[config.mk]
export PLATFORM = sky130hd
export DESIGN_NAME = pipeline_hazard_ctrl_flat
export DESIGN_NICKNAME = d
export VERILOG_FILES = /design/src/rtl/pipeline_hazard_ctrl_if.sv /design/src/rtl/pipeline_hazard_ctrl.sv /design/src/flat_wrapper.sv
export SDC_FILE = /design/constraint.sdc
export NUM_CORES = 1
export LEC_CHECK = 0
export CAP_MARGIN = 20
export CORE_ASPECT_RATIO = 0.6
export CORE_MARGIN = 5
export CORE_UTILIZATION = 53
export CTS_CLUSTER_DIAMETER = 40
export DETAILED_ROUTE_END_ITERATION = 6
export DONT_BUFFER_PORTS = 1
export PLACE_DENSITY = 0.73
export SYNTH_ARGS = -nofsm -noshare
export SYNTH_HDL_FRONTEND = slang
export SYNTH_SLANG_ARGS = --single-unit
[constraint.sdc]
create_clock -name clk -period 2.7 [get_ports clk]
set_input_delay 0.405 -clock clk [delete_from_list [all_inputs] [get_ports clk]]
set_output_delay 0.405 -clock clk [all_outputs]
set_load 0.005 [all_outputs]
[src/rtl/pipeline_hazard_ctrl_if.sv]
// pipeline_hazard_ctrl_if
//   Bundles the pipeline-side signals of the hazard controller.
//   master : the pipeline datapath. It drives the ID/EX/MEM status and
//            receives the hold/flush controls, the status and the counters.
//   slave  : the hazard controller itself (pipeline_hazard_ctrl).
//   Inputs to controller : id_rs1, id_rs2, id_use_rs1, id_use_rs2, ex_rd,
//                          ex_reg_write, ex_is_load, ex_branch_taken,
//                          ex_md_start, md_done, mem_wait
//   Outputs from ctrl    : pc_hold, ifid_hold, idex_hold, exmem_hold,
//                          ifid_flush, idex_flush, exmem_flush, memwb_flush,
//                          busy_state, md_timeout, stall_cnt, flush_cnt
interface pipeline_hazard_ctrl_if;
  logic [4:0]  id_rs1;
  logic [4:0]  id_rs2;
  logic        id_use_rs1;
  logic        id_use_rs2;
  logic [4:0]  ex_rd;
  logic        ex_reg_write;
  logic        ex_is_load;
  logic        ex_branch_taken;
  logic        ex_md_start;
  logic        md_done;
  logic        mem_wait;

  logic        pc_hold;
  logic        ifid_hold;
  logic        idex_hold;
  logic        exmem_hold;
  logic        ifid_flush;
  logic        idex_flush;
  logic        exmem_flush;
  logic        memwb_flush;
  logic        busy_state;
  logic        md_timeout;
  logic [15:0] stall_cnt;
  logic [15:0] flush_cnt;

  modport master (
    output id_rs1, id_rs2, id_use_rs1, id_use_rs2, ex_rd, ex_reg_write,
           ex_is_load, ex_branch_taken, ex_md_start, md_done, mem_wait,
    input  pc_hold, ifid_hold, idex_hold, exmem_hold, ifid_flush, idex_flush,
           exmem_flush, memwb_flush, busy_state, md_timeout, stall_cnt,
           flush_cnt
  );

  modport slave (
    input  id_rs1, id_rs2, id_use_rs1, id_use_rs2, ex_rd, ex_reg_write,
           ex_is_load, ex_branch_taken, ex_md_start, md_done, mem_wait,
    output pc_hold, ifid_hold, idex_hold, exmem_hold, ifid_flush, idex_flush,
           exmem_flush, memwb_flush, busy_state, md_timeout, stall_cnt,
           flush_cnt
  );
endinterface

[src/rtl/pipeline_hazard_ctrl.sv]
// pipeline_hazard_ctrl
//   Stall/flush controller for a 5-stage pipeline: load-use interlock,
//   taken-branch flush, data-memory wait freeze and a multi-cycle mul/div
//   busy state with a 64-cycle watchdog. Also keeps saturating stall and
//   branch-flush performance counters.
//   Ports:
//     clk  - clock, all state updates on the rising edge
//     rst  - synchronous, active-high reset
//     bus  - pipeline_hazard_ctrl_if.slave (hazard inputs, hold/flush
//            controls, busy_state, md_timeout, stall_cnt, flush_cnt)
//
//   state      | meaning
//   -----------+-------------------------------------------------------
//   ST_RUN     | normal issue; hazards resolved by priority each cycle
//   ST_MD_BUSY | mul/div in EX; front end held until md_done or timeout
module pipeline_hazard_ctrl (
  input  logic                 clk,
  input  logic                 rst,
  pipeline_hazard_ctrl_if.slave bus
);

  typedef enum logic {
    ST_RUN     = 1'b0,
    ST_MD_BUSY = 1'b1
  } state_t;

  localparam logic [5:0]  MD_TIMER_MAX = 6'd63;
  localparam logic [15:0] CNT_MAX      = 16'hFFFF;

  state_t      r_state;
  state_t      w_state_nxt;
  logic [5:0]  r_md_timer;
  logic [5:0]  w_md_timer_nxt;
  logic        r_md_timeout;
  logic        w_md_timeout_nxt;
  logic [15:0] r_stall_cnt;
  logic [15:0] r_flush_cnt;

  logic        w_rs1_hit;
  logic        w_rs2_hit;
  logic        w_load_use;

  logic        w_pc_hold;
  logic        w_ifid_hold;
  logic        w_idex_hold;
  logic        w_exmem_hold;
  logic        w_ifid_flush;
  logic        w_idex_flush;
  logic        w_exmem_flush;
  logic        w_memwb_flush;
  logic        w_branch_flush;

  // x0 is hardwired zero, so a load targeting it can never feed ID.
  assign w_rs1_hit  = bus.id_use_rs1 && (bus.id_rs1 == bus.ex_rd);
  assign w_rs2_hit  = bus.id_use_rs2 && (bus.id_rs2 == bus.ex_rd);
  assign w_load_use = bus.ex_is_load && bus.ex_reg_write &&
                      (bus.ex_rd != 5'd0) && (w_rs1_hit || w_rs2_hit);

  always_comb begin
    w_state_nxt      = r_state;
    w_md_timer_nxt   = r_md_timer;
    w_md_timeout_nxt = r_md_timeout;
    w_pc_hold        = 1'b0;
    w_ifid_hold      = 1'b0;
    w_idex_hold      = 1'b0;
    w_exmem_hold     = 1'b0;
    w_ifid_flush     = 1'b0;
    w_idex_flush     = 1'b0;
    w_exmem_flush    = 1'b0;
    w_memwb_flush    = 1'b0;
    w_branch_flush   = 1'b0;

    if (rst) begin
      w_state_nxt      = ST_RUN;
      w_md_timer_nxt   = 6'd0;
      w_md_timeout_nxt = 1'b0;
    end else begin
      case (r_state)
        ST_RUN: begin
          if (bus.mem_wait) begin
            // Whole pipe up to EX/MEM freezes; MEM/WB gets a bubble so the
            // stalled access is not written back twice.
            w_pc_hold     = 1'b1;
            w_ifid_hold   = 1'b1;
            w_idex_hold   = 1'b1;
            w_exmem_hold  = 1'b1;
            w_memwb_flush = 1'b1;
          end else if (bus.ex_branch_taken) begin
            // Wrong-path instructions in IF/ID and ID/EX are squashed; any
            // load-use or mul/div start from the squashed path is moot.
            w_ifid_flush   = 1'b1;
            w_idex_flush   = 1'b1;
            w_branch_flush = 1'b1;
          end else if (bus.ex_md_start) begin
            w_pc_hold      = 1'b1;
            w_ifid_hold    = 1'b1;
            w_idex_hold    = 1'b1;
            w_exmem_flush  = 1'b1;
            w_state_nxt    = ST_MD_BUSY;
            w_md_timer_nxt = 6'd0;
          end else if (w_load_use) begin
            // One bubble suffices: next cycle the load is in MEM and the
            // value is forwardable.
            w_pc_hold    = 1'b1;
            w_ifid_hold  = 1'b1;
            w_idex_flush = 1'b1;
          end
        end

        ST_MD_BUSY: begin
          if (bus.mem_wait) begin
            // Freeze takes precedence; md_done stays high until accepted,
            // so ignoring it here loses nothing.
            w_pc_hold     = 1'b1;
            w_ifid_hold   = 1'b1;
            w_idex_hold   = 1'b1;
            w_exmem_hold  = 1'b1;
            w_memwb_flush = 1'b1;
          end else if (bus.md_done) begin
            w_state_nxt = ST_RUN;
          end else begin
            w_pc_hold     = 1'b1;
            w_ifid_hold   = 1'b1;
            w_idex_hold   = 1'b1;
            w_exmem_flush = 1'b1;
            if (r_md_timer == MD_TIMER_MAX) begin
              w_md_timeout_nxt = 1'b1;
              w_state_nxt      = ST_RUN;
            end else begin
              w_md_timer_nxt = r_md_timer + 6'd1;
            end
          end
        end

        default: begin
          w_state_nxt = ST_RUN;
        end
      endcase
    end
  end

  always_ff @(posedge clk) begin
    r_state      <= w_state_nxt;
    r_md_timer   <= w_md_timer_nxt;
    r_md_timeout <= w_md_timeout_nxt;
    if (rst) begin
      r_stall_cnt <= 16'd0;
      r_flush_cnt <= 16'd0;
    end else begin
      if (w_pc_hold && (r_stall_cnt != CNT_MAX)) begin
        r_stall_cnt <= r_stall_cnt + 16'd1;
      end
      if (w_branch_flush && (r_flush_cnt != CNT_MAX)) begin
        r_flush_cnt <= r_flush_cnt + 16'd1;
      end
    end
  end

  assign bus.pc_hold     = w_pc_hold;
  assign bus.ifid_hold   = w_ifid_hold;
  assign bus.idex_hold   = w_idex_hold;
  assign bus.exmem_hold  = w_exmem_hold;
  assign bus.ifid_flush  = w_ifid_flush;
  assign bus.idex_flush  = w_idex_flush;
  assign bus.exmem_flush = w_exmem_flush;
  assign bus.memwb_flush = w_memwb_flush;
  // Reported idle while rst is high, even before the state register clears.
  assign bus.busy_state  = (r_state == ST_MD_BUSY) && !rst;
  assign bus.md_timeout  = r_md_timeout;
  assign bus.stall_cnt   = r_stall_cnt;
  assign bus.flush_cnt   = r_flush_cnt;

endmodule

[src/flat_wrapper.sv]
// flat-port wrapper written by rule: the top's interface ports become plain ports
module pipeline_hazard_ctrl_flat 
  (clk, rst, bus_id_rs1, bus_id_rs2, bus_id_use_rs1, bus_id_use_rs2, bus_ex_rd, bus_ex_reg_write, bus_ex_is_load, bus_ex_branch_taken, bus_ex_md_start, bus_md_done, bus_mem_wait, bus_pc_hold, bus_ifid_hold, bus_idex_hold, bus_exmem_hold, bus_ifid_flush, bus_idex_flush, bus_exmem_flush, bus_memwb_flush, bus_busy_state, bus_md_timeout, bus_stall_cnt, bus_flush_cnt);
  pipeline_hazard_ctrl_if bus_i ();
  input  logic clk;
  input  logic rst;
  input wire logic [$bits(bus_i.id_rs1)-1:0] bus_id_rs1;
  input wire logic [$bits(bus_i.id_rs2)-1:0] bus_id_rs2;
  input wire logic [$bits(bus_i.id_use_rs1)-1:0] bus_id_use_rs1;
  input wire logic [$bits(bus_i.id_use_rs2)-1:0] bus_id_use_rs2;
  input wire logic [$bits(bus_i.ex_rd)-1:0] bus_ex_rd;
  input wire logic [$bits(bus_i.ex_reg_write)-1:0] bus_ex_reg_write;
  input wire logic [$bits(bus_i.ex_is_load)-1:0] bus_ex_is_load;
  input wire logic [$bits(bus_i.ex_branch_taken)-1:0] bus_ex_branch_taken;
  input wire logic [$bits(bus_i.ex_md_start)-1:0] bus_ex_md_start;
  input wire logic [$bits(bus_i.md_done)-1:0] bus_md_done;
  input wire logic [$bits(bus_i.mem_wait)-1:0] bus_mem_wait;
  output wire logic [$bits(bus_i.pc_hold)-1:0] bus_pc_hold;
  output wire logic [$bits(bus_i.ifid_hold)-1:0] bus_ifid_hold;
  output wire logic [$bits(bus_i.idex_hold)-1:0] bus_idex_hold;
  output wire logic [$bits(bus_i.exmem_hold)-1:0] bus_exmem_hold;
  output wire logic [$bits(bus_i.ifid_flush)-1:0] bus_ifid_flush;
  output wire logic [$bits(bus_i.idex_flush)-1:0] bus_idex_flush;
  output wire logic [$bits(bus_i.exmem_flush)-1:0] bus_exmem_flush;
  output wire logic [$bits(bus_i.memwb_flush)-1:0] bus_memwb_flush;
  output wire logic [$bits(bus_i.busy_state)-1:0] bus_busy_state;
  output wire logic [$bits(bus_i.md_timeout)-1:0] bus_md_timeout;
  output wire logic [$bits(bus_i.stall_cnt)-1:0] bus_stall_cnt;
  output wire logic [$bits(bus_i.flush_cnt)-1:0] bus_flush_cnt;
  assign bus_i.id_rs1 = bus_id_rs1;
  assign bus_i.id_rs2 = bus_id_rs2;
  assign bus_i.id_use_rs1 = bus_id_use_rs1;
  assign bus_i.id_use_rs2 = bus_id_use_rs2;
  assign bus_i.ex_rd = bus_ex_rd;
  assign bus_i.ex_reg_write = bus_ex_reg_write;
  assign bus_i.ex_is_load = bus_ex_is_load;
  assign bus_i.ex_branch_taken = bus_ex_branch_taken;
  assign bus_i.ex_md_start = bus_ex_md_start;
  assign bus_i.md_done = bus_md_done;
  assign bus_i.mem_wait = bus_mem_wait;
  assign bus_pc_hold = bus_i.pc_hold;
  assign bus_ifid_hold = bus_i.ifid_hold;
  assign bus_idex_hold = bus_i.idex_hold;
  assign bus_exmem_hold = bus_i.exmem_hold;
  assign bus_ifid_flush = bus_i.ifid_flush;
  assign bus_idex_flush = bus_i.idex_flush;
  assign bus_exmem_flush = bus_i.exmem_flush;
  assign bus_memwb_flush = bus_i.memwb_flush;
  assign bus_busy_state = bus_i.busy_state;
  assign bus_md_timeout = bus_i.md_timeout;
  assign bus_stall_cnt = bus_i.stall_cnt;
  assign bus_flush_cnt = bus_i.flush_cnt;
  pipeline_hazard_ctrl u_core (.clk(clk), .rst(rst), .bus(bus_i));
endmodule
==> impl_metrics.tcl, run 1 <==
set metrics [dict create \
    hp-class "in2reg" \
    num_vias 1792 \
    num-nets-final 276 \
    track_usage 0.185 \
    cts_root_buf "clkbuf_8" \
    antenna_cells 0 \
    path_class "reg2reg" \
    peakVddDrop_mv 0.253 \
    grt_pass1_wl_mm 7.97 \
    fp.dieArea_mm2 0.00541 \
    yosysSeqAreaShare 0.377 \
    stdcell_area_mm2 0.00221 \
    wirelength_mm 4.83 \
    row_count 17 \
    gr-total-overflow 0 \
    postCtsSetupBuffers 0 \
    grt_max_degree 44 \
    cts_hold_buf 0 \
    synth-edff-count 0 \
    status "completed" \
    multiInputGateArea_mm2 0.00122 \
    cts_tree "yes" \
    placed_cell_area_mm2 0.00212 \
    initial_utilization 0.564 \
    worstSkewPairLatency_ns 0.29 \
    cts_buffers 5 \
    fmaxAchievable_mhz 407 \
    cp.required_ns 2.90 \
    power.density_mw_per_mm2 480 \
    startpoint_type "flop" \
    wire_per_inst_um 16.3 \
    post_cts_resized 0 \
    io_buffers 0 \
    pwr-share-comb 0.058 \
    setup_viol 0 \
    clk_pin_slew_ns 0.08 \
    clock_sinks 40 \
    layout_common_cells "dfxtp_1, nor2_1, xnor2_1" \
    min-delay-start "rst" \
    layout-drive-gt1-share 0.0803 \
    sw_frac_of_total 0.243 \
    die_w_um 91.7 \
    grt_setup_unrepaired "false" \
    synthDistinctLibCells 49 \
    first_pass_iters 4 \
    leakage_uw 0.000717 \
    synth_area_mm2 0.00212 \
    maxCapViolCount 0 \
    viasPerCell 6.05 \
    tightest_slew_ns 0.601 \
    internal-power_uw 803 \
    drv_slew 0 \
    route.detailed.drc 0 \
    final_cells 296 \
    io_pins 67 \
    final_common_cell "dfxtp_1" \
    synthArstFlopShare 0 \
    fin_crit_ns 2.46 \
    yosys_warnings 0 \
    reg2reg_from "u_core.bus.stall_cnt[0]$_SDFFE_PP0P_" \
    finalSetupTns_ns 0 \
    power_frac_seq 0.568 \
    synth-seq-cells 40 \
    area_delta_synth_final_pct 4.13 \
    clock_skew_ns 0.00642 \
    hold_path_depth 1 \
    antenna_found_initial 0 \
    ant_nets 0 \
    timing.rr.end "u_core.bus.stall_cnt[1]$_SDFFE_PP0P_" \
    htree_levels 2 \
    p_clk_frac 0.374 \
    regToRegSetupSlack_ns 0.24 \
    holdPathEnd "u_core.bus.stall_cnt[2]$_SDFFE_PP0P_" \
    dpl.hpwl_mm 3.62 \
    hold_viol_final 0 \
    cp.arrival_ns 2.65 \
    maxSlewHeadroom 0.599 \
    reg2regPathDepth 8 \
    fillers 341 \
    min_period_over_period 0.909 \
    hold_ws_ns 0.169 \
    first_global_vias 1696 \
    die_height_um 59.0 \
    synth_ff_type "dfxtp_1" \
    place.gp.congestion 0.854 \
    endpoint_kind "flop" \
    drt_iter0_drc 66 \
    syn_area_per_cell_um2 8.52 \
    postLayoutCoreUtil 0.587 \
    crit_start "u_core.bus.stall_cnt[0]$_SDFFE_PP0P_" \
    dp.cells 288 \
    synth_nets 277 \
    ff_latch_area_um2 801 \
    critPathMaxFanout 16 \
    core_area_mm2 0.00376 \
    syn_inst 249 \
    power.switching_uw 258 \
    clk_path_buf_depth 2 \
]
[sequential cells by signal, summed over array words and instances (netlist names)]
| name | count |
|---|---|
| u_core.bus.flush_cnt | 16 |
| u_core.bus.stall_cnt | 16 |
| u_core.r_md_timer | 6 |
| u_core.bus.md_timeout | 1 |
| u_core.r_state | 1 |
[metal layers]
layer	wire (um)	share of wire	global-route usage
met1	2260	0.47	0.240
met2	2050	0.42	0.282
met3	478	0.099	0.0749
met4	45	0.0093	0.0634
met5	0	0	0
[kinds of logic after synthesis]
| group | Yosys count | share of synthesized area |
|---|---|---|
| buffers and inverters | 17 | 0.0454 |
| AND/OR/NAND/NOR | 114 | 0.284 |
| AO/OA/AOI/OAI | 43 | 0.139 |
| multiplexers | 5 | 0.0254 |
| XOR/XNOR | 27 | 0.111 |
| adder cells (fa/ha/maj) | 3 | 0.0177 |
| flip-flops | 40 | 0.377 |
[critical path: stages (launching register included)]
cell	delay [ns]
dfxtp_1	0.45
ha_1	0.23
nand3_2	0.17
nor3_2	0.36
a41oi_1	0.22
a31oi_4	0.38
buf_4	0.28
mux2i_1	0.20
nor2_1	0.05
[layout make-up]
| class | instances | area share |
|---|---|---|
| clock buffer | 5 | 0.0311 |
| clock inverter | 3 | 0.00849 |
| inverter | 8 | 0.0136 |
| multi-input combinational | 192 | 0.554 |
| sequential | 40 | 0.362 |
| tap | 47 | 0.0266 |
| timing repair buffer | 1 | 0.00340 |
[power by group through the flow]
| stage | clock [uW] | combinational, uW | sequential [uW] |
|---|---|---|---|
| floorplan | 0 | 68.3 | 613 |
| global placement | 0 | 59.6 | 616 |
| detailed placement | 0 | 61.7 | 617 |
| CTS | 406 | 61.9 | 603 |
| global route | 443 | 69.6 | 604 |
| finish | 396 | 61.1 | 603 |
[Yosys cell counts, types with 3 or more instances]
| library cell | number | area share |
|---|---|---|
| a21oi_1 | 16 | 0.038 |
| a21oi_2 | 3 | 0.012 |
| and3_1 | 3 | 0.0088 |
| and4_1 | 3 | 0.012 |
| dfxtp_1 | 40 | 0.38 |
| ha_1 | 3 | 0.018 |
| inv_1 | 4 | 0.0071 |
| inv_2 | 3 | 0.0053 |
| mux2_1 | 3 | 0.016 |
| nand2_1 | 17 | 0.030 |
| nand3_1 | 12 | 0.028 |
| nand4_1 | 9 | 0.027 |
| nor2_1 | 33 | 0.058 |
| nor2b_1 | 6 | 0.018 |
| nor3_1 | 8 | 0.019 |
| o21ai_1 | 6 | 0.014 |
| o31ai_1 | 5 | 0.018 |
| or3_1 | 7 | 0.021 |
| or4_1 | 5 | 0.018 |
| xnor2_1 | 18 | 0.074 |
| xor2_1 | 9 | 0.037 |
[through the flow]
stage               power [uW]  worst slack [ns]
global route              1120            0.0903
floorplan                  682             0.599
detailed placement         678             0.298
finish                    1060             0.244
CTS                       1070             0.287
global placement           676             0.398
[worst max-delay path by stage]
stage | to | slack (ns)
6_report | u_core.bus.stall_cnt[1]$_SDFFE_PP0P_ | 0.24
5_1_grt | u_core.bus.stall_cnt[1]$_SDFFE_PP0P_ | 0.09
4_1_cts | u_core.bus.stall_cnt[1]$_SDFFE_PP0P_ | 0.29
3_5_place_dp | u_core.bus.stall_cnt[1]$_SDFFE_PP0P_ | 0.30
3_3_place_gp | u_core.bus.stall_cnt[1]$_SDFFE_PP0P_ | 0.40
2_1_floorplan | u_core.bus.stall_cnt[1]$_SDFFE_PP0P_ | 0.60
(Power assumes the default switching activity.)
==> run 2: changes to the inputs <==
--- a/config.mk
+++ b/config.mk
@@ -7,11 +7,11 @@
 export LEC_CHECK = 0
 export CAP_MARGIN = 20
 export CORE_ASPECT_RATIO = 0.6
-export CORE_MARGIN = 5
 export CORE_UTILIZATION = 53
 export CTS_CLUSTER_DIAMETER = 40
 export DETAILED_ROUTE_END_ITERATION = 6
 export DONT_BUFFER_PORTS = 1
+export MAX_ROUTING_LAYER = met4
 export PLACE_DENSITY = 0.73
 export SYNTH_ARGS = -nofsm -noshare
 export SYNTH_HDL_FRONTEND = slang
==> impl_metrics.tcl, run 2 (synthesis results as in run 1) <==
set metrics [dict create \
    maxSlewHeadroom 0.574 \
    route.detailed.drc 0 \
    holdPathEnd "u_core.bus.stall_cnt[3]$_SDFFE_PP0P_" \
    clk_path_buf_depth 2 \
    antenna_found_initial 0 \
    io_buffers 0 \
    cts_tree "yes" \
    status "completed" \
    antenna_cells 0 \
    ant_nets 0 \
    io_pins 67 \
    postCtsSetupBuffers 0 \
    post_cts_resized 0 \
    cp.arrival_ns 2.50 \
    drv_slew 0 \
    first_global_vias 1526 \
    cts_root_buf "clkbuf_8" \
    die_height_um 51.0 \
    clk_pin_slew_ns 0.08 \
    power_uw 1040 \
    first_pass_iters 4 \
    htree_levels 2 \
    cts_hold_buf 0 \
    viasPerCell 5.96 \
    hold_path_depth 1 \
    leakage_uw 0.000718 \
    grt_max_degree 44 \
    critPathMaxFanout 16 \
    crit_start "u_core.bus.stall_cnt[0]$_SDFFE_PP0P_" \
    num-nets-final 278 \
    finalSetupTns_ns 0 \
    grt_setup_unrepaired "false" \
    timing.rr.end "u_core.bus.stall_cnt[1]$_SDFFE_PP0P_" \
    die_w_um 83.7 \
    track_usage 0.220 \
    tightest_slew_ns 0.638 \
    worstSkewPairLatency_ns 0.29 \
    startpoint_type "flop" \
    hold_viol_final 0 \
    maxCapViolCount 0 \
    cp.required_ns 2.90 \
    peakVddDrop_mv 0.259 \
    clock_skew_ns 0.0121 \
    cts_buffers 5 \
    setup_viol 0 \
    min_period_over_period 0.852 \
    clock_sinks 40 \
    area_delta_synth_final_pct 4.54 \
    regToRegSetupSlack_ns 0.40 \
    fmaxAchievable_mhz 435 \
    gr-total-overflow 0 \
    core_area_mm2 0.00374 \
    wire_per_inst_um 14.7 \
    reg2reg_from "u_core.bus.stall_cnt[0]$_SDFFE_PP0P_" \
    hp-class "in2reg" \
    dpl.hpwl_mm 3.20 \
    layout_common_cells "dfxtp_1, nor2_1, xnor2_1" \
    endpoint_kind "flop" \
    fin_crit_ns 2.30 \
    final_common_cell "dfxtp_1" \
    path_class "reg2reg" \
    wirelength_mm 4.37 \
    drt_iter0_drc 105 \
    place.gp.congestion 0.772 \
    reg2regPathDepth 8 \
    power.density_mw_per_mm2 470 \
    initial_utilization 0.567 \
    min-delay-start "rst" \
    row_count 17 \
    grt_pass1_wl_mm 7.14 \
    fp.dieArea_mm2 0.00427 \
    layout-drive-gt1-share 0.0840 \
    num_vias 1771 \
]
## run 2: changes by cell type in the layout (fill, tap and decap cells not counted), sizes merged
cell and delta:
buf +2, clkinv -2, clkinvlp +1
## run 2: worst max-delay path, cell delays in order, from the launching register on
cell     delay [ns]
dfxtp_1        0.43
ha_1           0.22
nand3_2        0.10
nor3_2         0.34
a41oi_1        0.22
a31oi_4        0.37
buf_4          0.27
mux2i_1        0.20
nor2_1         0.05
## run 2: area by class of cell
type | count | area [um2]
clock buffers | 5 | 68.8
well taps | 47 | 58.8
multi-input cells | 192 | 1220
fillers | 324 | 1530
clock inverters | 2 | 12.5
inverters | 8 | 30.0
repair buffers | 3 | 22.5
flip-flops and latches | 40 | 801
## run 2: worst max path at each step
stage	end	slack (ns)	cells after the start
floorplan	u_core.bus.stall_cnt[1]$_SDFFE_PP0P_	0.60	9
global placement	u_core.bus.stall_cnt[1]$_SDFFE_PP0P_	0.45	8
detailed placement	u_core.bus.stall_cnt[1]$_SDFFE_PP0P_	0.39	8
CTS	u_core.bus.stall_cnt[1]$_SDFFE_PP0P_	0.40	8
global route	u_core.bus.stall_cnt[1]$_SDFFE_PP0P_	0.22	8
finish	u_core.bus.stall_cnt[1]$_SDFFE_PP0P_	0.40	8
## run 2: power by group
part	switching, uW	internal (uW)	total [uW]
combinational	33.2	29.5	62.8
sequential	7.74	594	602
clock	202	175	377
## run 2: stage by stage
stage / hold WS, ns / setup WS, ns / utilization / cells / area (um2)
floorplan: 0.462 / 0.599 / - / 249 / 2120
global placement: 0.473 / 0.449 / 0.571 / 290 / 2140
detailed placement: 0.473 / 0.391 / 0.571 / 290 / 2140
CTS: 0.155 / 0.398 / 0.593 / 297 / 2220
global route: 0.148 / 0.219 / 0.593 / 297 / 2220
finish: 0.166 / 0.400 / 0.593 / 297 / 2220
## run 2: metal layers
layer	wire, um	GRT usage
met3	353	0.0679
met5	0	-
met4	44	0.0678
met2	1720	0.308
met1	2250	0.304
==> run 3: changes to the inputs <==
--- a/config.mk
+++ b/config.mk
@@ -11,6 +11,7 @@
 export CTS_CLUSTER_DIAMETER = 40
 export DETAILED_ROUTE_END_ITERATION = 6
 export DONT_BUFFER_PORTS = 1
+export GPL_TIMING_DRIVEN = 0
 export MAX_ROUTING_LAYER = met4
 export PLACE_DENSITY = 0.73
 export SYNTH_ARGS = -nofsm -noshare
==> impl_metrics.tcl, run 3 (synthesis results as in run 1) <==
set metrics [dict create \
    status "completed" \
    track_usage 0.238 \
    io_buffers 0 \
    grt_max_degree 14 \
    p_clk_frac 0.430 \
    maxSlewHeadroom 0.525 \
    placed_cell_area_mm2 0.00218 \
    stdcell_area_mm2 0.00231 \
    num-nets-final 284 \
    cp.required_ns 2.87 \
    fp.dieArea_mm2 0.00427 \
    first_global_vias 1626 \
    slowest_delay_ns 0.45 \
    io_pins 67 \
    layout_common_cells "dfxtp_1, nor2_1, xnor2_1" \
    worstPathCellList "ha_1, nand3_2, nor3_4, a41oi_1, a31oi_4, buf_6, buf_12, mux2i_1, nor2_1" \
    worstSkewPairLatency_ns 0.29 \
    endpoint_kind "flop" \
    pwr-share-comb 0.070 \
    num_vias 1853 \
    startpoint_type "flop" \
    cp.arrival_ns 2.62 \
    clock_sinks 40 \
    finalSetupTns_ns 0 \
    core_area_mm2 0.00374 \
    wirelength_mm 4.69 \
    path_class "reg2reg" \
    tightest_slew_ns 0.713 \
    final_cells 304 \
    first_pass_iters 5 \
    die_height_um 51.0 \
    hold_path_depth 2 \
    cts_tree "yes" \
    power.density_mw_per_mm2 520 \
    hold_viol_final 0 \
    reg2regPathDepth 9 \
    cp_slowest_cell "dfxtp_1" \
    grt_pass1_wl_mm 7.76 \
    setup_viol 0 \
    critPathMaxFanout 10 \
    final_common_cell "dfxtp_1" \
    power_uw 1200 \
    power_frac_seq 0.500 \
    place.gp.congestion 0.760 \
    antenna_cells 0 \
    dp.cells 296 \
    fmaxAchievable_mhz 409 \
    sw_frac_of_total 0.223 \
    clk_pin_slew_ns 0.08 \
    route.detailed.drc 0 \
    post_cts_resized 0 \
    fin_crit_ns 2.45 \
    fillers 327 \
    cts_hold_buf 0 \
    gr-total-overflow 0 \
    clock_skew_ns 0.0131 \
    drv_slew 0 \
    power.switching_uw 268 \
    antenna_found_initial 0 \
    htree_levels 2 \
    grt_setup_unrepaired "false" \
    dpl.hpwl_mm 3.47 \
    cts_root_buf "clkbuf_8" \
    die_w_um 83.7 \
    initial_utilization 0.567 \
    ant_nets 0 \
    wire_per_inst_um 15.4 \
    peakVddDrop_mv 0.288 \
    min_period_over_period 0.906 \
    row_count 17 \
    cts_buffers 5 \
    hp-class "in2reg" \
    maxCapViolCount 0 \
    clk_path_buf_depth 2 \
    area_delta_synth_final_pct 8.79 \
    viasPerCell 6.10 \
    drt_iter0_drc 141 \
    postCtsSetupBuffers 0 \
    leakage_uw 0.000779 \
    layout-drive-gt1-share 0.0934 \
    internal-power_uw 933 \
]
run 3: stage by stage:
stage	utilization	hold WS, ns	worst slack [ns]
CTS	0.615	0.278	0.174
global placement	0.583	0.495	0.226
finish	0.617	0.295	0.253
global route	0.617	0.273	0.0839
detailed placement	0.583	0.493	0.204
floorplan	-	0.462	0.599
run 3: area by class of cell:
class	instances	area, um2	area share
well taps	47	58.8	0.0255
inverters	8	30.0	0.0130
multi-input cells	192	1230	0.533
clock inverters	2	38.8	0.0168
plain buffers	9	66.3	0.0287
flip-flops and latches	40	801	0.347
clock buffers	6	82.6	0.0358
run 3: metal layers:
metal  vias to the layer above  GRT usage  share of wire
met5                         -          -              0
met4                         0     0.0847         0.0081
met3                         4     0.0679          0.084
met2                        82      0.321           0.41
met1                       852      0.338           0.50
li1                        915          -              -
run 3: final timing paths:
kind	start	to	slack, ns
worst max-delay path	u_core.bus.stall_cnt[0]$_SDFFE_PP0P_	u_core.bus.stall_cnt[1]$_SDFFE_PP0P_	0.25
worst min-delay path	rst	u_core.bus.stall_cnt[10]$_SDFFE_PP0P_	0.29
worst max register to register	u_core.bus.stall_cnt[0]$_SDFFE_PP0P_	u_core.bus.stall_cnt[1]$_SDFFE_PP0P_	0.25
worst min register to register	u_core.r_md_timer[1]$_SDFFE_PP0P_	u_core.r_md_timer[1]$_SDFFE_PP0P_	0.51
run 3: power by group through the flow:
stage	combinational [uW]	clock, uW	sequential [uW]
detailed placement	84.3	0	615
floorplan	68.3	0	613
global route	92.6	551	602
finish	84.0	516	601
CTS	84.5	528	601
global placement	82.9	0	615
run 3: critical path: cells and delay by family, from the launching register on:
kind                     cells  cell delay, ns
adder cells (fa/ha/maj)      1            0.22
AND/OR/NAND/NOR              3            0.55
buffers and inverters        2            0.34
AO/OA/AOI/OAI                2            0.58
multiplexers                 1            0.18
flip-flops                   1            0.45
